--- config.mk ---
export PLATFORM = sky130hd
export DESIGN_NAME = mc_ctl_fsm
export DESIGN_NICKNAME = d
export VERILOG_FILES = /design/src/rtl/mc_ctl_pkg.sv /design/src/rtl/mc_alu_dec.sv /design/src/rtl/mc_ctl_fsm.sv
export SDC_FILE = /design/constraint.sdc
export NUM_CORES = 1
export LEC_CHECK = 0
export ABC_AREA = 1
export CAP_MARGIN = 20
export CORE_MARGIN = 2
export CORE_UTILIZATION = 43
export DETAILED_ROUTE_END_ITERATION = 7
export MAX_ROUTING_LAYER = met4
export PLACE_DENSITY = 0.81
export RECOVER_POWER = 50
export SYNTH_ARGS = -nofsm -noshare
export SYNTH_HDL_FRONTEND = slang
export SYNTH_SLANG_ARGS = --single-unit
export TNS_END_PERCENT = 20
--- constraint.sdc ---
create_clock -name clk_i -period 1.9 [get_ports clk_i]
set_clock_uncertainty 0.2 [all_clocks]
set_input_delay 0.38 -clock clk_i [delete_from_list [all_inputs] [get_ports clk_i]]
set_output_delay 0.38 -clock clk_i [all_outputs]
set_load 0.01 [all_outputs]
--- src/rtl/mc_ctl_pkg.sv ---
// Shared types and encodings for the multicycle MIPS control unit.
package mc_ctl_pkg;

  typedef enum logic [3:0] {
    StFetch, StDecode, StExecR, StExecI, StAddr, StMemRd, StMemWr,
    StWbR, StWbI, StWbMem, StBranch, StJump, StJal, StJr, StExcp
  } state_t;

  localparam logic [5:0] OP_RTYPE = 6'h00;
  localparam logic [5:0] OP_J     = 6'h02;
  localparam logic [5:0] OP_JAL   = 6'h03;
  localparam logic [5:0] OP_BEQ   = 6'h04;
  localparam logic [5:0] OP_BNE   = 6'h05;
  localparam logic [5:0] OP_ADDI  = 6'h08;
  localparam logic [5:0] OP_ANDI  = 6'h0C;
  localparam logic [5:0] OP_ORI   = 6'h0D;
  localparam logic [5:0] OP_XORI  = 6'h0E;
  localparam logic [5:0] OP_LW    = 6'h23;
  localparam logic [5:0] OP_SW    = 6'h2B;

  localparam logic [5:0] FN_SLL = 6'h00;
  localparam logic [5:0] FN_SRL = 6'h02;
  localparam logic [5:0] FN_SRA = 6'h03;
  localparam logic [5:0] FN_JR  = 6'h08;
  localparam logic [5:0] FN_ADD = 6'h20;
  localparam logic [5:0] FN_SUB = 6'h22;
  localparam logic [5:0] FN_AND = 6'h24;
  localparam logic [5:0] FN_OR  = 6'h25;
  localparam logic [5:0] FN_XOR = 6'h26;
  localparam logic [5:0] FN_NOR = 6'h27;
  localparam logic [5:0] FN_SLT = 6'h2A;

  localparam logic [4:0] ALUOP_ADD = 5'b00000;
  localparam logic [4:0] ALUOP_SUB = 5'b00001;
  localparam logic [4:0] ALUOP_AND = 5'b11000;
  localparam logic [4:0] ALUOP_OR  = 5'b11110;
  localparam logic [4:0] ALUOP_XOR = 5'b10110;
  localparam logic [4:0] ALUOP_NOR = 5'b10001;
  localparam logic [4:0] ALUOP_SLT = 5'b00111;
  localparam logic [4:0] ALUOP_SLL = 5'b01000;
  localparam logic [4:0] ALUOP_SRL = 5'b01001;
  localparam logic [4:0] ALUOP_SRA = 5'b01011;

  localparam logic [2:0] PCSRC_ALU    = 3'b000;
  localparam logic [2:0] PCSRC_ALUOUT = 3'b001;
  localparam logic [2:0] PCSRC_JUMP   = 3'b010;
  localparam logic [2:0] PCSRC_RS     = 3'b011;
  localparam logic [2:0] PCSRC_EXC    = 3'b100;

  localparam logic [4:0] EXC_INT = 5'd0;
  localparam logic [4:0] EXC_RI  = 5'd10;

  // Index of the lowest set bit; bit 0 wins ties.
  function automatic logic [2:0] lowest_set(input logic [7:0] v);
    logic [2:0] id;
    id = '0;
    for (int i = 7; i >= 0; i--) begin
      if (v[i]) id = 3'(i);
    end
    return id;
  endfunction

endpackage

--- src/rtl/mc_alu_dec.sv ---
// Combinational instruction decoder: ALU operation, legality and shift flag.
module mc_alu_dec
  import mc_ctl_pkg::*;
(
  input  logic [5:0] opcode_i,
  input  logic [5:0] funct_i,
  output logic [4:0] alu_op_o,
  output logic       legal_o,
  output logic       shift_o
);

  always_comb begin
    alu_op_o = ALUOP_ADD;
    legal_o  = 1'b1;
    shift_o  = 1'b0;
    case (opcode_i)
      OP_RTYPE: begin
        case (funct_i)
          FN_ADD:  alu_op_o = ALUOP_ADD;
          FN_SUB:  alu_op_o = ALUOP_SUB;
          FN_AND:  alu_op_o = ALUOP_AND;
          FN_OR:   alu_op_o = ALUOP_OR;
          FN_XOR:  alu_op_o = ALUOP_XOR;
          FN_NOR:  alu_op_o = ALUOP_NOR;
          FN_SLT:  alu_op_o = ALUOP_SLT;
          FN_SLL:  begin alu_op_o = ALUOP_SLL; shift_o = 1'b1; end
          FN_SRL:  begin alu_op_o = ALUOP_SRL; shift_o = 1'b1; end
          FN_SRA:  begin alu_op_o = ALUOP_SRA; shift_o = 1'b1; end
          FN_JR:   alu_op_o = ALUOP_ADD;
          default: legal_o  = 1'b0;
        endcase
      end
      OP_ADDI, OP_LW, OP_SW, OP_J, OP_JAL: alu_op_o = ALUOP_ADD;
      OP_ANDI:         alu_op_o = ALUOP_AND;
      OP_ORI:          alu_op_o = ALUOP_OR;
      OP_XORI:         alu_op_o = ALUOP_XOR;
      OP_BEQ, OP_BNE:  alu_op_o = ALUOP_SUB;
      default:         legal_o  = 1'b0;
    endcase
  end

endmodule

--- src/rtl/mc_ctl_fsm.sv ---
// Multicycle MIPS control FSM with memory handshake stalls and precise
// exception entry for reserved instructions and level-sensitive interrupts.
module mc_ctl_fsm
  import mc_ctl_pkg::*;
#(
  parameter int unsigned NIrq  = 6,
  parameter bit          MemHs = 1'b1
) (
  input  logic            clk_i,
  input  logic            reset_i,
  input  logic [5:0]      opcode_i,
  input  logic [5:0]      funct_i,
  input  logic            zero_i,
  input  logic            mem_ready_i,
  input  logic [NIrq-1:0] irq_i,
  input  logic            irq_en_i,
  output logic            pc_write_o,
  output logic [2:0]      pc_src_o,
  output logic            iord_o,
  output logic            mem_read_o,
  output logic            mem_write_o,
  output logic            ir_write_o,
  output logic            reg_write_o,
  output logic [1:0]      reg_dst_o,
  output logic            mem_to_reg_o,
  output logic [1:0]      alu_src_a_o,
  output logic [1:0]      alu_src_b_o,
  output logic [4:0]      alu_op_o,
  output logic            epc_write_o,
  output logic            cause_write_o,
  output logic [4:0]      exc_code_o,
  output logic [2:0]      irq_id_o
);

  state_t     state_q, state_d;
  logic       fetch_first_q, fetch_first_d;
  logic [4:0] exc_code_q, exc_code_d;
  logic [2:0] irq_id_q, irq_id_d;

  logic [4:0] dec_alu_op;
  logic       dec_legal, dec_shift;
  logic       mem_ok, irq_take;
  logic [7:0] irq_pad;

  mc_alu_dec u_alu_dec (
    .opcode_i (opcode_i),
    .funct_i  (funct_i),
    .alu_op_o (dec_alu_op),
    .legal_o  (dec_legal),
    .shift_o  (dec_shift)
  );

  assign irq_pad = 8'(irq_i);
  assign mem_ok  = !MemHs || mem_ready_i;
  // Interrupts are sampled only on the first FETCH cycle so a stalled fetch is never aborted.
  assign irq_take = (state_q == StFetch) && fetch_first_q && irq_en_i && (|irq_i);

  always_ff @(posedge clk_i) begin
    if (reset_i) begin
      state_q       <= StFetch;
      fetch_first_q <= 1'b1;
      exc_code_q    <= '0;
      irq_id_q      <= '0;
    end else begin
      state_q       <= state_d;
      fetch_first_q <= fetch_first_d;
      exc_code_q    <= exc_code_d;
      irq_id_q      <= irq_id_d;
    end
  end

  always_comb begin
    state_d    = state_q;
    exc_code_d = exc_code_q;
    irq_id_d   = irq_id_q;
    unique case (state_q)
      StFetch: begin
        if (irq_take) begin
          state_d    = StExcp;
          exc_code_d = EXC_INT;
          irq_id_d   = lowest_set(irq_pad);
        end else if (mem_ok) begin
          state_d = StDecode;
        end
      end
      StDecode: begin
        if (!dec_legal) begin
          state_d    = StExcp;
          exc_code_d = EXC_RI;
          irq_id_d   = '0;
        end else begin
          case (opcode_i)
            OP_RTYPE:      state_d = (funct_i == FN_JR) ? StJr : StExecR;
            OP_LW, OP_SW:  state_d = StAddr;
            OP_BEQ, OP_BNE: state_d = StBranch;
            OP_J:          state_d = StJump;
            OP_JAL:        state_d = StJal;
            default:       state_d = StExecI;
          endcase
        end
      end
      StExecR: state_d = StWbR;
      StExecI: state_d = StWbI;
      StAddr:  state_d = (opcode_i == OP_LW) ? StMemRd : StMemWr;
      StMemRd: if (mem_ok) state_d = StWbMem;
      StMemWr: if (mem_ok) state_d = StFetch;
      default: state_d = StFetch;
    endcase
    fetch_first_d = (state_d == StFetch) && (state_q != StFetch);
  end

  always_comb begin
    pc_write_o    = 1'b0;
    pc_src_o      = PCSRC_ALU;
    iord_o        = 1'b0;
    mem_read_o    = 1'b0;
    mem_write_o   = 1'b0;
    ir_write_o    = 1'b0;
    reg_write_o   = 1'b0;
    reg_dst_o     = 2'b00;
    mem_to_reg_o  = 1'b0;
    alu_src_a_o   = 2'b00;
    alu_src_b_o   = 2'b00;
    alu_op_o      = ALUOP_ADD;
    epc_write_o   = 1'b0;
    cause_write_o = 1'b0;
    exc_code_o    = '0;
    irq_id_o      = '0;
    if (!reset_i) begin
      unique case (state_q)
        StFetch: begin
          if (!irq_take) begin
            mem_read_o  = 1'b1;
            alu_src_b_o = 2'b01;
            ir_write_o  = mem_ok;
            pc_write_o  = mem_ok;
          end
        end
        StDecode: alu_src_b_o = 2'b11;
        StExecR: begin
          alu_src_a_o = dec_shift ? 2'b10 : 2'b01;
          alu_op_o    = dec_alu_op;
        end
        StExecI: begin
          alu_src_a_o = 2'b01;
          alu_src_b_o = 2'b10;
          alu_op_o    = dec_alu_op;
        end
        StAddr: begin
          alu_src_a_o = 2'b01;
          alu_src_b_o = 2'b10;
        end
        StMemRd: begin
          iord_o     = 1'b1;
          mem_read_o = 1'b1;
        end
        StMemWr: begin
          iord_o      = 1'b1;
          mem_write_o = 1'b1;
        end
        StWbR: reg_write_o = 1'b1;
        StWbI: begin
          reg_write_o = 1'b1;
          reg_dst_o   = 2'b01;
        end
        StWbMem: begin
          reg_write_o  = 1'b1;
          reg_dst_o    = 2'b01;
          mem_to_reg_o = 1'b1;
        end
        StBranch: begin
          alu_src_a_o = 2'b01;
          alu_op_o    = ALUOP_SUB;
          pc_src_o    = PCSRC_ALUOUT;
          pc_write_o  = ((opcode_i == OP_BEQ) && zero_i) || ((opcode_i == OP_BNE) && !zero_i);
        end
        StJump: begin
          pc_src_o   = PCSRC_JUMP;
          pc_write_o = 1'b1;
        end
        StJal: begin
          pc_src_o    = PCSRC_JUMP;
          pc_write_o  = 1'b1;
          reg_write_o = 1'b1;
          reg_dst_o   = 2'b10;
        end
        StJr: begin
          pc_src_o   = PCSRC_RS;
          pc_write_o = 1'b1;
        end
        StExcp: begin
          epc_write_o   = 1'b1;
          cause_write_o = 1'b1;
          pc_write_o    = 1'b1;
          pc_src_o      = PCSRC_EXC;
          exc_code_o    = exc_code_q;
          irq_id_o      = irq_id_q;
        end
        default: ;
      endcase
    end
  end

endmodule

Word level (Yosys, flattened, before mapping)
Cells that the tools add are included.

cells by class
  equal/unequal tests = 36
  mux-type cells = 61
  reduce and logical (&&, ||, !) cells = 29

operators with widths
  operator                                                                count
  6-bit equality test (second input constant)                             9
  5-bit one-hot mux with 9 select lines                                   1
  3-bit two-way mux                                                       11
  6-bit by 4-bit equality test with 1-bit output (second input constant)  5
  4-bit equality test (second input constant)                             7
  4-bit one-hot mux with 7 select lines                                   1
  5-bit two-way mux                                                       5
  5-bit one-hot mux with 5 select lines                                   1
  6-bit by 2-bit equality test with 1-bit output (second input constant)  4
  4-bit two-way mux                                                       6
  1-bit two-way mux                                                       20
  4-bit one-hot mux with 5 select lines                                   1
  5-bit one-hot mux with 2 select lines                                   2
  4-bit by 3-bit equality test with 1-bit output (second input constant)  4
  2-bit OR reduction                                                      7
  6-bit by 3-bit equality test with 1-bit output (second input constant)  2
  6-bit zero test                                                         2
  3-bit one-hot mux with 4 select lines                                   1
  11-bit OR reduction                                                     1
  2-bit two-way mux                                                       5
  10-bit OR reduction                                                     1
  4-bit by 2-bit equality test with 1-bit output (second input constant)  2
  4-bit zero test                                                         2
  2-bit one-hot mux with 2 select lines                                   2
  15 further kinds                                                        24

word-level totals
  register bits = 13
  input port bits = 23
  output and inout bits = 31
  word-level logic and storage cells = 130

Logic depth before layout (Yosys ltp)
  depth after elaboration = 8
  mapped depth = 13

By module
A second synthesis with hierarchy kept.

unflattened totals
  cells, all modules = 284
  area, all modules = 1,437.6 µm²

by module, submodules not included
  module      times used  cells each  area each (µm²)  sequential area each (µm²)
  mc_ctl_fsm  1           200         1,059.8          180.2
  mc_alu_dec  1           84          377.9            0.0

Least setup slack after synthesis
OpenSTA, ideal clock, no wires.

  kind = in2out
  from = input port opcode_i[4]
  to = output port alu_src_a_o[1]
  arrival time = 1.362 ns
  data required time = 1.320 ns
  slack = -0.042 ns
  stages on the path = 4
  buffers on the path = 0
  cell sequence = nor2_4 -> nand3_1 -> or2_1 -> nor4_1

on the way
  cells in the longest elaborated chain, start to end = 5

RTL lines
  element                                RTL line           RTL
  from (decl)                            mc_ctl_fsm.sv:11   input logic [5:0] opcode_i,
  6-bit zero test                        mc_alu_dec.sv:16   case (opcode_i)
  1-bit two-way mux                      mc_alu_dec.sv:16
  2-bit two-way mux                      mc_ctl_fsm.sv:141  alu_src_a_o = dec_shift ? 2'b10 : 2'b01;
  2-bit one-hot mux with 2 select lines  mc_ctl_fsm.sv:130  unique case (state_q)
  2-bit two-way mux                      mc_ctl_fsm.sv:129  if (!reset_i) begin
  to (decl)                              mc_ctl_fsm.sv:26   output logic [1:0] alu_src_a_o,

No other way between the ends.

Final worst setup path
  from = register state_q[3]
  to = output port pc_write_o

on the way
  cells in the longest elaborated chain, start to end = 7

RTL lines
  element                                    RTL line                             RTL
  from (decl)                                mc_ctl_fsm.sv:35                     state_t state_q, state_d;
  from (signal assigned)                     mc_ctl_fsm.sv:60                     state_q <= StFetch;
  from (signal assigned)                     mc_ctl_fsm.sv:65                     state_q <= state_d;
  4-bit zero test                            mc_ctl_fsm.sv:56, mc_ctl_fsm.sv:130
  1-bit logical AND (3 in a row)             mc_ctl_fsm.sv:56                     assign irq_take = (state_q == StFetch) && fetch_first_q && irq_en_i && (|irq_i);
  1-bit two-way mux                          mc_ctl_fsm.sv:132                    if (!irq_take) begin
  1-bit one-hot mux with 3 select lines (*)  mc_ctl_fsm.sv:130
  1-bit two-way mux (*)                      mc_ctl_fsm.sv:129
  to (decl)                                  mc_ctl_fsm.sv:17                     output logic pc_write_o,

Every way passes the cells marked *; elsewhere a longest branch is shown, timed or not.

==> qor.csv <==
stage,metric,value,unit
detailed_routing,DRC violations left,4,
place,port bufs,50,
final_layout,# diodes,0,
cts,CTS tree,yes,
setup_path,RR Startpoint,state_q[1],
timing,final worst-path setup slack,-0.341,ns
detailed_routing,DR WL/cell,18.5,um
global_routing,gr usage total,34.6,%
global_routing,global-route wire length before repair,8980,um
setup_path,crit path from,state_q[3],
timing,"Slew Viols, Final",0,
die,Die Wd,58.7,um
timing,Tmin final,2.24,ns
cts,"Clk pin slew, worst setup/hold paths",0.06,ns
place,routability cong.,0.952,
setup_path,WP buf/inv,5,
setup_path,critical path class,reg2out,
hold_path,HP Class,reg2reg,
status,status,finished with violations,
cts,Clock Latency Late Sink,0.26,ns
final_layout,fillcell total,105,
global_routing,initial antenna violation count,0,
final_layout,Nets,391,
die,core area,2810,um2
detailed_routing,vias after detailed routing,2390,
die,Ports,54,
setup_path,Worst path max stage delay,0.37,ns
die,Starting Density,45.8,%
final_layout,cell area after layout,2570,um2
final_layout,most frequent cells in the layout,"buf_4, nand2_1, inv_1, nor2_1, buf_2",
setup_path,Top delay family on crit path,buffers and inverters,
setup_path,Worst Path Arrival,1.66,ns
timing,Final Hold Viols,0,
setup_path,critical path cell sequence,inv_1 > nor2_2 > inv_2 > nor2_2 > inv_1 > a21oi_1 > o21ai_1 > nand3_2 > nand2_1 > inv_1 > buf_2,
die,die height,58.7,um
cts,CTS buffer count,3,
setup_path,Worst path depth,11,
pwr,LEAKAGE,0.00136,uW
global_routing,largest net degree at the start of global routing,18,
place,pre-CTS setup slack,-0.949,ns
logic_synthesis,Synth Warn #,0,
die,row count,19,
setup_path,CP Capture Type,output port,
setup_path,worst endpoint required time,1.32,ns
cts,CTS Hold Bufs,0,
logic_synthesis,cell area after synthesis,1280,um2
final_layout,share of cells above drive strength 1,54.2,%
setup_path,cell count of the worst reg-to-reg path,10,
die,Die ar.,3440,um2
final_layout,"commonest non-fill, non-tap cell in the layout",buf_4,
timing,Final Cycle Share,118,%
cts,TritonCTS Sinks,9,
final_layout,Reg area,193,um2
logic_synthesis,share of the synthesized area in the top cell type,14.3,%
detailed_routing,DRT Pass-1 Iters,8,
timing,RSZ-0062 raised after global routing,yes,
detailed_routing,total wire length,7350,um
timing,Hold WS,0.309,ns
logic_synthesis,"FF+latch count, synth",9,
status,failing checks,"DRC, setup timing",
pwr,Power Density,879,nW/um2
logic_synthesis,synth unique cells,32,
cts,Max Buffers Root-to-Sink,2,
run,MaxCap Viol Count,0,
global_routing,vias in the first global route,2060,
logic_synthesis,Mean Syn Cell Area,5.24,um2
detailed_routing,Detail Route Antenna Nets,0,
setup_path,FF-to-FF setup slack,-0.08,ns
timing,# setup viols final,26,
place,dpl cell area,2160,um2
detailed_routing,Iter 0 DRT Violations,310,
logic_synthesis,sequential area share after synthesis,14.0,%
final_layout,area of the multi-input gates,1200,um2
setup_path,worst-path maximum fanout,3,
setup_path,critical path startpoint category,register,
place,Final HPWL DP,3360,um
final_layout,area delta synth->final,99.9,%
setup_path,Worst R2R End,fetch_first_q,
pwr,VDD IR-drop max,736,uV
cts,Root Buffer Master,clkbuf_4,
logic_synthesis,largest cells by area after synthesis,"nand2_1, nor2_1, dfxtp_1",
setup_path,Worst Setup EP,pc_write_o,
pwr,total power draw,2260,uW
setup_path,CP max stage cell,dfxtp_2,
global_routing,global route total overflow,0,
cts,# H-tree levels,1,
timing,fmax,446,MHz
detailed_routing,routed vias/inst,6.01,
logic_synthesis,"area leader, netlist",nand2_1,
logic_synthesis,Cells after Synth,245,
setup_path,most frequent CP cell,inv_1,
final_layout,final core occ,91.6,%
==> worst min-delay path: cells and delay by family, from the launching register on <==
family | cells | cell delay [ns]
AND/OR/NAND/NOR | 1 | 0.08
flip-flops | 1 | 0.33
AO/OA/AOI/OAI | 1 | 0.05
==> how the worst min path moves through the flow <==
stage / start / end / depth (start not counted)
global placement: irq_id_q[2] / irq_id_q[2] / 2
global route: irq_id_q[1] / irq_id_q[1] / 2
floorplan: irq_id_q[2] / irq_id_q[2] / 2
detailed placement: irq_id_q[2] / irq_id_q[2] / 2
CTS: irq_id_q[2] / irq_id_q[2] / 2
finish: irq_id_q[1] / irq_id_q[1] / 2
==> cell families after synthesis <==
| family | Yosys count | synth area share (%) |
|---|---|---|
| and+or+nand+nor | 150 | 54.0 |
| buffers and inverters | 52 | 16.7 |
| AOI/OAI and AO/OA | 33 | 15.0 |
| DFF | 9 | 14.0 |
| other | 1 | 0.292 |
==> metrics by stage <==
stage,TNS [ns],std cells
2_1_floorplan,-0.00256,247
3_3_place_gp,-19.17,370
3_5_place_dp,-19.66,370
4_1_cts,-1.95,392
5_1_grt,-6.44,398
6_report,-4.26,398
==> layer usage <==
layer	global-route usage, %	wire length, um	vias up	share of wire, %
li1	-	-	1017	-
met1	40.8	2470	1069	34
met2	58.6	3630	229	49
met3	3.96	739	75	10
met4	16.2	515	0	7.0
met5	-	0	-	0
==> synthesized netlist by cell type <==
| library cell | number |
|---|---|
| a211oi_1 | 1 |
| a21oi_1 | 17 |
| a21oi_2 | 1 |
| a31o_2 | 1 |
| a31oi_1 | 1 |
| buf_4 | 5 |
| clkbuf_1 | 3 |
| clkinv_1 | 1 |
| conb_1 | 1 |
| dfxtp_1 | 9 |
| inv_1 | 41 |
| inv_2 | 2 |
| nand2_1 | 49 |
| nand2_2 | 3 |
| nand3_1 | 22 |
| nand3_2 | 3 |
| nand3b_1 | 2 |
| nand4_1 | 3 |
| nor2_1 | 49 |
| nor2_2 | 9 |
| nor2_4 | 3 |
| nor3_1 | 3 |
| nor3_2 | 1 |
| nor4_1 | 1 |
| o211ai_1 | 1 |
| o21a_1 | 1 |
| o21ai_0 | 6 |
| o21ai_2 | 1 |
| o21bai_1 | 1 |
| o22ai_1 | 1 |
| o2bb2ai_1 | 1 |
| or2_1 | 2 |
==> sequential cells by signal, summed over array words and instances (netlist names) <==
signal and flops:
irq_id_q 3, exc_code_q 1, state_q 4, fetch_first_q 1
==> where the power goes <==
part	switching [uW]	total (uW)	internal, uW
logic	984	1760	774
clock network	69.5	150	81.0
registers	89.8	348	258
total	1140	2260	1110
==> cell type report <==
type                    instances  share of cell area (%)
multi-input cells             186                    46.8
repair buffers                124                    36.6
flip-flops and latches          9                    7.50
inverters                      44                    6.53
well taps                      31                    1.51
clock buffers                   4                    1.02
==> repair_timing <==
action,CTS,global route
resized for setup,215,61
setup endpoints to repair,37,37
buffers inserted,18,10
pin swaps,28,30
(Power assumes the default switching activity.)
